[src/rtl/restoring_div16.sv]
// restoring_div16: sequential unsigned restoring divider, one quotient bit per clock.
// Keeps the previous result stable on Q/R/dz while a new division runs.
`default_nettype none
`timescale 1ns/1ps

module restoring_div16 #(
  parameter int WIDTH = 16
) (
  input  logic             clk,
  input  logic             rst,
  input  logic             start,
  input  logic [WIDTH-1:0] A,
  input  logic [WIDTH-1:0] B,
  output logic [WIDTH-1:0] Q,
  output logic [WIDTH-1:0] R,
  output logic             ready,
  output logic             done,
  output logic             dz
);

  localparam int            CW     = $clog2(WIDTH);
  localparam logic [0:0]    S_IDLE = 1'b0;
  localparam logic [0:0]    S_CALC = 1'b1;
  localparam logic [CW-1:0] C_LAST = CW'(WIDTH - 1);
  localparam logic [CW-1:0] C_ONE  = CW'(1);

  logic [0:0]       state_q, state_d;
  logic [WIDTH-1:0] qs_q, qs_d;
  logic [WIDTH-1:0] bs_q, bs_d;
  logic [WIDTH-1:0] p_q, p_d;
  logic [CW-1:0]    cnt_q, cnt_d;
  logic             dzn_q, dzn_d;
  logic [WIDTH-1:0] quo_q, rem_q;
  logic             dz_q, done_q;

  logic             w_load;
  logic             w_iter;
  logic             w_last;
  logic [WIDTH:0]   w_trial;

  // ---------------------------------------------------------------- FSM
  always_ff @(posedge clk or negedge rst) begin
    if (!rst) begin
      state_q <= S_IDLE;
    end else begin
      state_q <= state_d;
    end
  end

  always_comb begin
    state_d = state_q;
    case (state_q)
      S_IDLE:  if (start)           state_d = S_CALC;
      S_CALC:  if (cnt_q == C_LAST) state_d = S_IDLE;
      default:                      state_d = S_IDLE;
    endcase
  end

  always_comb begin
    ready  = 1'b0;
    w_load = 1'b0;
    w_iter = 1'b0;
    w_last = 1'b0;
    case (state_q)
      S_IDLE: begin
        ready  = 1'b1;
        w_load = start;
      end
      S_CALC: begin
        w_iter = 1'b1;
        w_last = (cnt_q == C_LAST);
      end
      default: ready = 1'b1;
    endcase
  end

  // ------------------------------------------------------------ datapath
  // The partial remainder never exceeds the divisor, so its MSB above
  // WIDTH bits is always zero and is not stored; the trial keeps it.
  assign w_trial = {p_q, qs_q[WIDTH-1]} - {1'b0, bs_q};

  always_comb begin
    qs_d  = qs_q;
    bs_d  = bs_q;
    p_d   = p_q;
    cnt_d = cnt_q;
    dzn_d = dzn_q;
    if (w_load) begin
      qs_d  = A;
      bs_d  = B;
      p_d   = '0;
      cnt_d = '0;
      dzn_d = (B == '0);
    end else if (w_iter) begin
      if (!w_trial[WIDTH]) begin
        p_d  = w_trial[WIDTH-1:0];
        qs_d = {qs_q[WIDTH-2:0], 1'b1};
      end else begin
        p_d  = {p_q[WIDTH-2:0], qs_q[WIDTH-1]};
        qs_d = {qs_q[WIDTH-2:0], 1'b0};
      end
      cnt_d = cnt_q + C_ONE;
    end
  end

  always_ff @(posedge clk or negedge rst) begin
    if (!rst) begin
      qs_q  <= '0;
      bs_q  <= '0;
      p_q   <= '0;
      cnt_q <= '0;
      dzn_q <= 1'b0;
    end else begin
      qs_q  <= qs_d;
      bs_q  <= bs_d;
      p_q   <= p_d;
      cnt_q <= cnt_d;
      dzn_q <= dzn_d;
    end
  end

  // Result registers capture the post-iteration values on the final edge only.
  always_ff @(posedge clk or negedge rst) begin
    if (!rst) begin
      quo_q  <= '0;
      rem_q  <= '0;
      dz_q   <= 1'b0;
      done_q <= 1'b0;
    end else begin
      done_q <= w_last;
      if (w_last) begin
        quo_q <= qs_d;
        rem_q <= p_d;
        dz_q  <= dzn_q;
      end
    end
  end

  assign Q    = quo_q;
  assign R    = rem_q;
  assign dz   = dz_q;
  assign done = done_q;

endmodule

`default_nettype wire
[config.mk]
export PLATFORM = sky130hd
export DESIGN_NAME = restoring_div16
export DESIGN_NICKNAME = d
export VERILOG_FILES = /design/src/rtl/restoring_div16.sv
export SDC_FILE = /design/constraint.sdc
export NUM_CORES = 1
export LEC_CHECK = 0
export ABC_AREA = 1
export CAP_MARGIN = 20
export CELL_PAD_IN_SITES_DETAIL_PLACEMENT = 1
export CELL_PAD_IN_SITES_GLOBAL_PLACEMENT = 2
export CORE_AREA = 2 2 126 141
export CTS_BUF_LIST = sky130_fd_sc_hd__clkbuf_4 sky130_fd_sc_hd__clkbuf_8
export DETAILED_ROUTE_END_ITERATION = 12
export DIE_AREA = 0 0 128 143
export GPL_ROUTABILITY_DRIVEN = 0
export PLACE_DENSITY_LB_ADDON = 0.1
export SLEW_MARGIN = 25
export SYNTH_ARGS = -nofsm -noshare
export SYNTH_HDL_FRONTEND = slang
export SYNTH_SLANG_ARGS = --single-unit
export TNS_END_PERCENT = 20
[constraint.sdc]
create_clock -name clk -period 2 [get_ports clk]
set_clock_uncertainty 0.05 [all_clocks]
set_input_delay 0.4 -clock clk [delete_from_list [all_inputs] [get_ports clk]]
set_output_delay 0.4 -clock clk [all_outputs]
set_load 0.02 [all_outputs]
==> results.md <==
* CP peak stage delay at 420 ps
* Worst hold path class: input pin to async pin
* Ys Warns at 0
* CTS tree: done
* Final worst-path cycle share at 115%
* Clk_lat worst skew at 390 ps
* F_max at 0.434 GHz
* Die H at 143 um
* # diodes at 0
* Root Buffer: clkbuf_8
* CP Class: register to register
* Clock period minus worst slack at 2300 ps
* CP Launch Point: bs_q[0]
* Worst R2R Start: bs_q[0]
* Status: finished, violations left
* Vias per std cell at 4.59
* Flop-to-flop setup slack at -300 ps
* Multi-input combinational cell area at about 2500 sq um
* Clock sinks at 88
* Placed cells at 987
* Residual DRC at 0
* First-pass GRT wire length at 25.5 mm
* Io pins at 70
* Nets at 862
* Via count at 4694
* DRT Pass-1 Iters at 4
* #FFs+latches synth at 88
* Drt first-iter violations at 110
* # rows at 50
* Post-Syn Area at 4820 sq um
* Vias in the first global route at 5217
* Critical Path, Cell by Cell: ha_4, fa_2, inv_2, nand2_2, nand2_2, nand3_2, nand2_2, nand2_4, nand2_8, nand2_8, buf_4, nand3_2, nand3_2, nand2_2, nand2_1, nand2_1
* Critical path peak fanout at 5
* Endpoints failing setup at 34
* Post-Syn Instances at 654
* Total Routing Usage GR at 17.9%
* Input/output buffers at 69
* Worst-Margin Slew at roughly 430 ps
* Cell mode on critical path: nand2_2
* MaxCap Viol Count at 0
* Critical path data arrival time at 2570 ps
* CP Launch Type: register
* Die width at 128 um
* Netlist cell types at 31
* Hpwl dp at 11.8 mm
* Die Area at 18300 sq um
* Slew HR at 71.1%
* PnR worst setup slack at -303 ps
* Failing checks: negative setup slack
* Initial antenna violation count at 0
* Global route overflow at 0
* Fraction of layout cells with a size suffix above 1 at 24.0%
* Register area share after synthesis at 45.7%
* Area Growth Syn to Fin at 46.1%
* Worst EP required at 2270 ps
* Fill count at 2084
* Synthesized net count at 707
* Reg area at 2200 sq um
* Fin. Hold Viols at 0
* H-tree Lvls at 3
* Core area at 16800 sq um
* Post-Route WL at 16.0 mm
* Worst Setup End Kind: register
* Fin. max-slew vios at 0
* Initial Util at 28.8%
* Slowest-stage cell, CP: dfrtp_1
* Clk slew on worst S/H paths at 90 ps
* Non-Filler Instances at just over 1000
* DR WL/cell at 15.7 um
* RSZ-0062 raised after global routing: true
* Synth Area per Inst at 7.38 sq um
* Bufs on Longest Clock Path at 2
* Routed Antenna Nets at 0
* Largest net degree at the start of global routing at 36
* Fin Hold WS at 407 ps
* Num CTS Buffers at 9
through the flow:
| step | util (%) | area [sq um] | setup slack (ps) | setup TNS (ps) |
|---|---|---|---|---|
| after global placement | 37.5 | 6290 | -272 | -5070 |
| after CTS | 40.0 | 6700 | -210 | -3610 |
| after floorplan | - | 4830 | -49.5 | -497 |
| after global routing | 42.0 | 7050 | -413 | -11240 |
| after detailed placement | 37.5 | 6290 | -312 | -6830 |
| final | 42.0 | 7050 | -303 | -7060 |
critical path, delay by kind of cell (launching register included):
family	cells	cell delay, ps
simple gates	12	990
buf+inv	2	230
flops	1	420
fa+ha+maj	2	550
cell type report:
type | instances | share of cell area [%]
multi-input combinational | 448 | 36.1
sequential | 88 | 31.2
timing repair buffer | 165 | 21.2
inverter | 97 | 5.17
tap | 208 | 3.69
clock buffer | 11 | 2.06
clock inverter | 5 | 0.533
flip-flops by register name, indices dropped and copies added (netlist names), 4 cells and up:
register / cells
bs_q: 16
R: 16
p_q: 16
Q: 16
qs_q: 16
cnt_q: 4
logic make-up (layout without fill, tap and decap cells):
family / count (synthesis) / in the layout / synth area share [%]
AO/OA/AOI/OAI: 44 / 44 / 5.97
XOR/XNOR: 5 / 5 / 0.908
adder cells (fa/ha/maj): 18 / 18 / 4.82
buffers and inverters: 119 / 278 / 9.73
flip-flops: 88 / 88 / 45.7
AND/OR/NAND/NOR: 380 / 381 / 32.9
cells in the final DEF (no fill, tap or decap), types with 2 or more instances in the layout:
cell type,count
nand2_1,259
inv_1,92
dfrtp_1,88
buf_4,87
clkdlybuf4s50_1,68
nand2_2,32
nand3_2,27
nand3_1,20
o21ai_0,19
nor2_1,14
ha_1,13
o221ai_1,11
clkbuf_8,10
a21oi_1,8
nand2_8,5
nand3b_1,5
inv_2,4
nand3_4,4
nand4_1,4
xor2_1,4
nor4_1,4
ha_4,4
o211ai_1,3
and2_1,3
buf_6,3
buf_12,3
a21oi_4,2
nand2_4,2
inv_6,2
clkinvlp_4,2
buf_8,2
routing by layer:
metal	GRT usage [%]	share of wire (%)	wire, um
met3	3.30	3.4	545
met1	21.6	44	7000
met2	31.1	51	8100
met5	0	0	0
met4	7.75	2.4	379
repair_timing:
item / in CTS / in global routing
gates resized for setup: 26 / 58
hold buffers: 1 / 0
buffers inserted: 8 / 7
pin swaps: 9 / 49
gates cloned: 1 / 2
hold endpoints to repair: 22 / 0
endpoints found under the setup margin: 34 / 34
Yosys cell counts, drive strengths merged:
library cell  number  area share [%]
o211ai             3            0.47
nand4              4            0.52
a21oi             10             1.3
o21ai             19             2.0
nand3             51             5.5
dfrtp             88              46
nor2              15             1.2
inv               96             7.5
clkinv             1           0.078
o221ai            11             2.0
xor2               4            0.73
nor4               4            0.52
xnor2              1            0.18
fa                 1            0.42
ha                17             4.4
nand3b             5            0.78
clkbuf            13             1.0
a22o               1            0.18
and2               3            0.39
buf                9             1.2
nand2            297              24
nor3               1            0.21
path summary, 6_finish.rpt:
kind                       endpoint  cells after the start
setup reg to reg               R[8]                     16
hold / removal                Q[11]                      2
hold reg to reg               Q[11]                      2
min in group clk              Q[11]                      2
max in group asynchronous   bs_q[9]                      3
setup / recovery               R[8]                     16
Power is not shown: default switching activity piles up to over one toggle a cycle in this logic, so the estimate is an artifact.
